==> config.mk <==
export PLATFORM = sky130hd
export DESIGN_NAME = ram_fifo_ctrl_flat
export DESIGN_NICKNAME = d
export VERILOG_FILES = /design/src/rtl/ram_fifo_pkg.sv /design/src/rtl/ram_fifo_ctrl_if.sv /design/src/rtl/ram_fifo_ctrl.sv /design/src/flat_wrapper.sv
export SDC_FILE = /design/constraint.sdc
export NUM_CORES = 1
export LEC_CHECK = 0
export ABC_AREA = 1
export CAP_MARGIN = 20
export CELL_PAD_IN_SITES_DETAIL_PLACEMENT = 0
export CELL_PAD_IN_SITES_GLOBAL_PLACEMENT = 1
export CORE_ASPECT_RATIO = 1.75
export CORE_MARGIN = 8
export CORE_UTILIZATION = 29
export DETAILED_ROUTE_END_ITERATION = 7
export GPL_TIMING_DRIVEN = 0
export PLACE_DENSITY = 0.85
export REMOVE_ABC_BUFFERS = 1
export SYNTH_ARGS = -nofsm -noshare
export SYNTH_HDL_FRONTEND = slang
export SYNTH_SLANG_ARGS = --single-unit
==> constraint.sdc <==
create_clock -name clk -period 3.73 [get_ports clk]
set_input_delay 0.746 -clock clk [delete_from_list [all_inputs] [get_ports clk]]
set_output_delay 0.746 -clock clk [all_outputs]
set_load 0.05 [all_outputs]
==> src/rtl/ram_fifo_pkg.sv <==
// Shared constants and types for the RAM-backed FIFO controller and its neighbours.
package ram_fifo_pkg;

  localparam int DATA_W = 32;
  localparam int ADDR_W = 5;
  localparam int DEPTH  = 1 << ADDR_W;

  // Direction of the most recent granted RAM access, used to break push/pop ties.
  typedef enum logic {
    OP_RD = 1'b0,
    OP_WR = 1'b1
  } op_e;

endpackage

==> src/rtl/ram_fifo_ctrl_if.sv <==
// Push port, pop port and single-port RAM bus of the FIFO controller.
interface ram_fifo_ctrl_if;
  import ram_fifo_pkg::*;

  logic              in_valid;
  logic              in_ready;
  logic [DATA_W-1:0] in_data;

  logic              out_valid;
  logic              out_ready;
  logic [DATA_W-1:0] out_data;

  logic              ram_ena;
  logic              ram_wena;
  logic [ADDR_W-1:0] ram_addr;
  logic [DATA_W-1:0] ram_wdata;
  logic [DATA_W-1:0] ram_rdata;

  // master: the controller; slave: the producer/consumer/RAM environment.
  modport master (
    input  in_valid, in_data, out_ready, ram_rdata,
    output in_ready, out_valid, out_data, ram_ena, ram_wena, ram_addr, ram_wdata
  );

  modport slave (
    output in_valid, in_data, out_ready, ram_rdata,
    input  in_ready, out_valid, out_data, ram_ena, ram_wena, ram_addr, ram_wdata
  );

endinterface

==> src/rtl/ram_fifo_ctrl.sv <==
// Presents a single-port 32x32 RAM as a synchronous FIFO with a one-word prefetch
// output register; pushes and RAM reads share the port and alternate on contention.
module ram_fifo_ctrl
  import ram_fifo_pkg::*;
(
  input  logic                clk,
  input  logic                rst_n,
  input  logic                flush,
  ram_fifo_ctrl_if.master     bus,
  output logic [ADDR_W:0]     level
);

  localparam logic [ADDR_W:0] FULL_LEVEL = (ADDR_W + 1)'(DEPTH);

  logic [ADDR_W-1:0] wr_ptr_reg;
  logic [ADDR_W-1:0] rd_ptr_reg;
  logic [ADDR_W:0]   level_reg;
  logic [ADDR_W:0]   level_next;
  logic              out_valid_reg;
  logic [DATA_W-1:0] out_data_reg;
  op_e               last_op_reg;

  logic slot_free;
  logic rd_req;
  logic in_ready;
  logic wr_grant;
  logic rd_grant;

  // in_ready deliberately ignores in_valid so the producer sees a stable ready.
  always_comb begin
    slot_free = !out_valid_reg || bus.out_ready;
    rd_req    = slot_free && (level_reg != '0);
    in_ready  = rst_n && !flush && (level_reg != FULL_LEVEL)
                && !(rd_req && (last_op_reg == OP_WR));
    wr_grant  = bus.in_valid && in_ready;
    rd_grant  = rd_req && !wr_grant && !flush;
  end

  always_comb begin
    level_next = level_reg;
    if (wr_grant && !rd_grant) begin
      level_next = level_reg + 1'b1;
    end else if (rd_grant && !wr_grant) begin
      level_next = level_reg - 1'b1;
    end
  end

  assign bus.in_ready  = in_ready;
  assign bus.out_valid = out_valid_reg;
  assign bus.out_data  = out_data_reg;
  assign bus.ram_ena   = wr_grant || rd_grant;
  assign bus.ram_wena  = wr_grant;
  assign bus.ram_addr  = wr_grant ? wr_ptr_reg : rd_ptr_reg;
  assign bus.ram_wdata = bus.in_data;
  assign level         = level_reg;

  always_ff @(posedge clk or negedge rst_n) begin
    if (!rst_n) begin
      wr_ptr_reg    <= '0;
      rd_ptr_reg    <= '0;
      level_reg     <= '0;
      out_valid_reg <= 1'b0;
      out_data_reg  <= '0;
      last_op_reg   <= OP_RD;
    end else if (flush) begin
      // out_data keeps its stale value; out_valid guards it.
      wr_ptr_reg    <= '0;
      rd_ptr_reg    <= '0;
      level_reg     <= '0;
      out_valid_reg <= 1'b0;
      last_op_reg   <= OP_RD;
    end else begin
      level_reg <= level_next;
      if (wr_grant) begin
        wr_ptr_reg  <= wr_ptr_reg + 1'b1;
        last_op_reg <= OP_WR;
      end
      if (rd_grant) begin
        rd_ptr_reg    <= rd_ptr_reg + 1'b1;
        out_data_reg  <= bus.ram_rdata;
        out_valid_reg <= 1'b1;
        last_op_reg   <= OP_RD;
      end else if (out_valid_reg && bus.out_ready) begin
        out_valid_reg <= 1'b0;
      end
    end
  end

  a_single_access: assert property (@(posedge clk) disable iff (!rst_n)
    !(wr_grant && rd_grant));
  a_level_range: assert property (@(posedge clk) disable iff (!rst_n)
    level_reg <= FULL_LEVEL);
  a_no_overflow: assert property (@(posedge clk) disable iff (!rst_n)
    !(wr_grant && level_reg == FULL_LEVEL) && !(rd_grant && level_reg == '0));

endmodule

==> src/flat_wrapper.sv <==
// flat-port wrapper written by rule: the top's interface ports become plain ports
module ram_fifo_ctrl_flat import ram_fifo_pkg::*;
  (clk, rst_n, flush, level, bus_in_valid, bus_in_data, bus_out_ready, bus_ram_rdata, bus_in_ready, bus_out_valid, bus_out_data, bus_ram_ena, bus_ram_wena, bus_ram_addr, bus_ram_wdata);
  ram_fifo_ctrl_if bus_i ();
  input  logic clk;
  input  logic rst_n;
  input  logic flush;
  output logic [ADDR_W:0] level;
  input wire logic [$bits(bus_i.in_valid)-1:0] bus_in_valid;
  input wire logic [$bits(bus_i.in_data)-1:0] bus_in_data;
  input wire logic [$bits(bus_i.out_ready)-1:0] bus_out_ready;
  input wire logic [$bits(bus_i.ram_rdata)-1:0] bus_ram_rdata;
  output wire logic [$bits(bus_i.in_ready)-1:0] bus_in_ready;
  output wire logic [$bits(bus_i.out_valid)-1:0] bus_out_valid;
  output wire logic [$bits(bus_i.out_data)-1:0] bus_out_data;
  output wire logic [$bits(bus_i.ram_ena)-1:0] bus_ram_ena;
  output wire logic [$bits(bus_i.ram_wena)-1:0] bus_ram_wena;
  output wire logic [$bits(bus_i.ram_addr)-1:0] bus_ram_addr;
  output wire logic [$bits(bus_i.ram_wdata)-1:0] bus_ram_wdata;
  assign bus_i.in_valid = bus_in_valid;
  assign bus_i.in_data = bus_in_data;
  assign bus_i.out_ready = bus_out_ready;
  assign bus_i.ram_rdata = bus_ram_rdata;
  assign bus_in_ready = bus_i.in_ready;
  assign bus_out_valid = bus_i.out_valid;
  assign bus_out_data = bus_i.out_data;
  assign bus_ram_ena = bus_i.ram_ena;
  assign bus_ram_wena = bus_i.ram_wena;
  assign bus_ram_addr = bus_i.ram_addr;
  assign bus_ram_wdata = bus_i.ram_wdata;
  ram_fifo_ctrl u_core (.clk(clk), .rst_n(rst_n), .flush(flush), .bus(bus_i), .level(level));
endmodule
# Yosys cells after proc, flatten, opt, wreduce, memory -nomap -nowiden
# Cells that the tools add are included.
# classes
n_addsub	4
n_mul	0
n_div	0
magnitude_cmp	0
eq_ne	1
shift	0
n_mux	14
bitwise	1
reduce_logical	25
# ops
op	count
two-way mux 5 bit	5
two-way mux 6 bit	3
logical AND 1 bit	11
adder 5 x 1 -> 5 bit (second input constant)	2
nonzero test 3 bit	3
adder 6 x 1 -> 6 bit (second input constant)	1
two-way mux 1 bit	6
!= test 6 bit (second input constant)	1
nonzero test 6 bit	1
subtractor 6 x 1 -> 6 bit (second input constant)	1
zero test 1 bit	5
nonzero test 2 bit	2
logical OR 1 bit	2
AND reduction 2 bit	1
inverter 1 bit	1
# totals
regBits	50
latch_bits	0
mem_bits_rw	0
romBits	0
input_bits	69
elab_cells	51
memories	0

# Longest topological paths before layout
# Gate-level depths: netlist (run 1).
# logic_depth
word_depth	14
depth_mapped	15

# Least setup slack after synthesis (run 1)
# No wires, ideal clock.
# synth_timing
path_type	input to output
start	in flush
end	out bus_ram_addr[0]
arrival_time_ns	2.527
required_ns	2.984
setup_slack_ns	0.457
cell_stages	6
n_path_buf	1
path_cell_list	inv_2 -> nand2_1 -> nor2_2 -> nand3_4 -> buf_2 -> o21ai_0
# synth_via
elab_chain_cells	6
# synth_lines
item	line	rtl
from (decl)	flat_wrapper.sv:7	input logic flush;
zero test 1 bit	ram_fifo_ctrl.sv:33	in_ready = rst_n && !flush && (level_reg != FULL_LEVEL)
logical AND 1 bit (2 in series)	ram_fifo_ctrl.sv:33	
logical AND 1 bit	ram_fifo_ctrl.sv:34	&& !(rd_req && (last_op_reg == OP_WR));
logical AND 1 bit	ram_fifo_ctrl.sv:35	wr_grant = bus.in_valid && in_ready;
two-way mux 5 bit	ram_fifo_ctrl.sv:53	assign bus.ram_addr = wr_grant ? wr_ptr_reg : rd_ptr_reg;
to (decl)	flat_wrapper.sv:18	output wire logic [$bits(bus_i.ram_addr)-1:0] bus_ram_addr;
# Every way passes these cells.

# Final worst setup path (run 1)
# layout_timing
start	in flush
end	out bus_ram_addr[3]
# The elaborated chain is that of the path after synthesis.

==> summary.txt, run 1 <==
Yosys
  – Synth Area in Adders: 3.65%
  – Ys flop type: dfrtp_1
  – Syn Area/Cell: 8.27 um2
  – Mapped Cells: about 320
  – Most common cell in the netlist: nand2_1
  – Number of synthesized flops with an enable pin: 0
  – Synth Register Bits: 50
  – Post-Synth XOR/XNOR Area: 2.69%
  – Sequential area share after synthesis: 48.0%
  – Synth top cells by count: 123 x nand2_1, 50 x dfrtp_1, 35 x buf_4
  – Yosys cell types: 23
  – Mapped Area: 2600 um2
  – Synth top area share: between 40 and 50%
  – Post-synthesis compound-gate area fraction: between 4 and 5%
  – Largest cells by area after synthesis: dfrtp_1 48%, nand2_1 18%, buf_4 10%
  – Async S/R FF share, synth: 100%
  – Simple-gate share of the synthesized area: 26.3%
  – Largest family of logic cells by synthesized area: simple AND/OR/NAND/NOR gates
  – Cell taking the most area after synthesis: dfrtp_1
  – Warning count from the yosys run: 0
  – Mux share of post-synthesis cell area: 0%

Setup path
  – Max FO, Critical Path: 15
  – Worst Setup Start Kind: input port
  – Data required, critical path: between 2000 and 3000 ps
  – CP top delay family: buffers and inverters
  – CP max stage cell: clkdlybuf4s50_1
  – CP bufs+invs: 3
  – Crit path capture type: output pin
  – Kind of critical path: in -> out
  – Max incr delay on CP: 570 ps
  – Critical Path, Cell by Cell: clkdlybuf4s50_1, inv_4, nand2_1, nor2_2, nand3_4, o21ai_0, dlygate4sd2_1
  – WP data arrival: 2860 ps

Global route
  – All-Layer GR Usage: 13.3%
  – Largest net degree at the start of global routing: 34
  – Vias in the first global route: approximately 2,300
  – Initial antenna violation count: 0
  – Global route overflow: 0
  – First-pass GRT wire length: ~13,000 um

CTS
  – Root Buffer: clkbuf_16
  – Worst skew pair latency: roughly 290 ps
  – CTS H-Tree Depth: 2
  – CTS tree: built
  – Clock transition at the registers of the reported paths: around 60 ps
  – CTS buffer count: 5
  – Num Clock Sinks: 50
  – Clock tree buffer depth: 2

Timing
  – Max-slew violations: 0
  – Max-slew headroom: a little under three fifths
  – Final period utilization: 96.7%
  – Clock Skews: 3.50 ps
  – Final Hold Vio Count: 0
  – Fmax: between 0.2 and 0.3 GHz
  – Final min period: 3610 ps
  – Actual slew at the worst max-slew pin: between 600 and 700 ps
  – RSZ-0062 raised after global routing: false
  – Setup Viol. Count Final: 0

Power and ir drop
  – Power Density: 918 nW/um2
  – Worst vdd ir: approximately 0.50 mV
  – Leakage power: 1.67 nW
  – Total chip power: 3.18 mW

Final layout
  – Filler Cells Inserted: 899
  – Largest register FFs: 32
  – Synth-to-layout area growth: 33.1%
  – Final core occ: 38.9%
  – Layout cells sized above 1: approximately 5.4%
  – # diodes: 0
  – Nets: 444
  – Flip-flop and latch area: roughly 1300 um2
  – Multi-input gate area: 1000 um2

Floorplanning
  – Std cell rows: 46
  – Core ar.: 8920 um2
  – Die height: 141 um
  – Starting density of the core: 29.2%
  – Die ar.: 12,400 um2
  – Die W: around 88 um
  – # IOs: 148

Route
  – Avg WL per Cell: 16.4 um
  – DRT iter0 DRCs: 52
  – Residual DRC count: 0
  – DR vias: about 2,200
  – DRT Pass-1 Iters: 4
  – WL final: approximately 8000 um
  – Antenna Nets Post-Route: 0
  – Mean number of vias per cell: between 4 and 5

Min path
  – HP Class: reg -> reg

Status
  – Status: completed

Placed design
  – HPWL Detailed: 5850 um
  – Routability-driven placement congestion ratio: roughly 0.83
  – Port Buffer Count: 83

Flow run
  – Max Cap Viol: 0
[layout make-up]
cell class	instances	share of cell area [%]
tap	120	4.33
clock buffer	6	3.72
clock inverter	1	0.216
multi-input combinational	204	29.0
inverter	22	2.45
sequential	50	36.1
timing repair buffer	85	24.2
[worst register-to-register path, delay by kind of cell, from the launching register on]
family	cells	cell delay [ps]
AND/OR/NAND/NOR	10	1590
flip-flops	1	450
buffers and inverters	1	40
adder cells (fa/ha/maj)	1	450
[final timing paths]
| path | from | endpoint | slack (ps) | depth (start not counted) |
|---|---|---|---|---|
| setup / recovery | flush | bus_ram_addr[3] | 120 | 7 |
| hold / removal | u_core.bus.out_data[28] | u_core.bus.out_data[28] | 480 | 2 |
| setup reg to reg | u_core.level[0] | u_core.level[5] | 1140 | 12 |
| hold reg to reg | u_core.bus.out_data[28] | u_core.bus.out_data[28] | 480 | 2 |
| max in group asynchronous | rst_n | u_core.bus.out_data[26] | 2690 | 2 |
| min in group asynchronous | rst_n | u_core.bus.out_data[3] | 490 | 1 |
[cells by family (layout without fill, tap and decap cells)]
| family | Yosys count | after routing |
|---|---|---|
| AND/OR/NAND/NOR | 162 | 165 |
| buffers and inverters | 64 | 114 |
| flip-flops | 50 | 50 |
| AO/OA/AOI/OAI | 24 | 24 |
| XOR/XNOR | 8 | 8 |
| adder cells (fa/ha/maj) | 7 | 7 |
[cells in the final DEF, fill, tap and decap left out]
cell,count
nand2_1,123
clkdlybuf4s50_1,75
dfrtp_1,50
inv_1,19
nand3_1,16
o21ai_0,12
nor2_1,8
nand4_1,7
xor2_1,6
ha_1,6
dlygate4sd2_1,6
a21oi_1,5
o21ai_1,5
clkbuf_16,5
nor3_1,3
nand3_2,3
nand3_4,2
inv_2,2
o31ai_1,2
xnor2_1,2
inv_4,1
or2_0,1
nor2_2,1
or2_2,1
fa_1,1
clkbuf_1,1
clkinvlp_4,1
buf_2,1
buf_12,1
clkbuf_2,1
buf_4,1
[report_power, final]
group | switching, mW | internal [mW]
clock network | 0.191 | 0.245
logic | 1.27 | 0.580
registers | 0.146 | 0.755
total | 1.61 | 1.58
[metrics by stage]
step | instance area, um2 | setup TNS [ps] | hold slack (ps) | setup WS (ps) | instances
after global routing | 3470 | 0 | 493 | 5.37 | 488
after detailed placement | 3300 | -3270 | 464 | -751 | 477
after floorplan | 2310 | 0 | 450 | 383 | 273
final | 3470 | 0 | 478 | 121 | 488
after global placement | 3290 | -69830 | 461 | -2220 | 476
after CTS | 3470 | 0 | 482 | 87.9 | 488
[metal layers]
layer	up-vias	global-route usage [%]	part of all wire, %
met5	-	3.17	0.45
met4	2	5.66	2.6
met3	16	7.88	12
met2	103	20.0	47
met1	1039	14.5	38
li1	1070	-	-
[timing repair]
action,CTS,global route
pin swaps,2,0
setup endpoints to repair,7,1
gates resized for setup,8,2
buffers inserted,1,0
cloned,3,0
hold buffers,0,0
(Power assumes the default switching activity.)
==> run 2: changes to the inputs <==
--- a/config.mk
+++ b/config.mk
@@ -6,7 +6,6 @@
 export NUM_CORES = 1
 export LEC_CHECK = 0
 export ABC_AREA = 1
-export CAP_MARGIN = 20
 export CELL_PAD_IN_SITES_DETAIL_PLACEMENT = 0
 export CELL_PAD_IN_SITES_GLOBAL_PLACEMENT = 1
 export CORE_ASPECT_RATIO = 1.75
==> results of run 2 <==
Same layout as run 1: the final DEF is identical, and so are final timing and power.
==> run 3: changes to the inputs <==
--- a/config.mk
+++ b/config.mk
@@ -6,6 +6,7 @@
 export NUM_CORES = 1
 export LEC_CHECK = 0
 export ABC_AREA = 1
+export CAP_MARGIN = 5
 export CELL_PAD_IN_SITES_DETAIL_PLACEMENT = 0
 export CELL_PAD_IN_SITES_GLOBAL_PLACEMENT = 1
 export CORE_ASPECT_RATIO = 1.75
==> results of run 3 <==
Same layout as run 1: the final DEF is identical, and so are final timing and power.
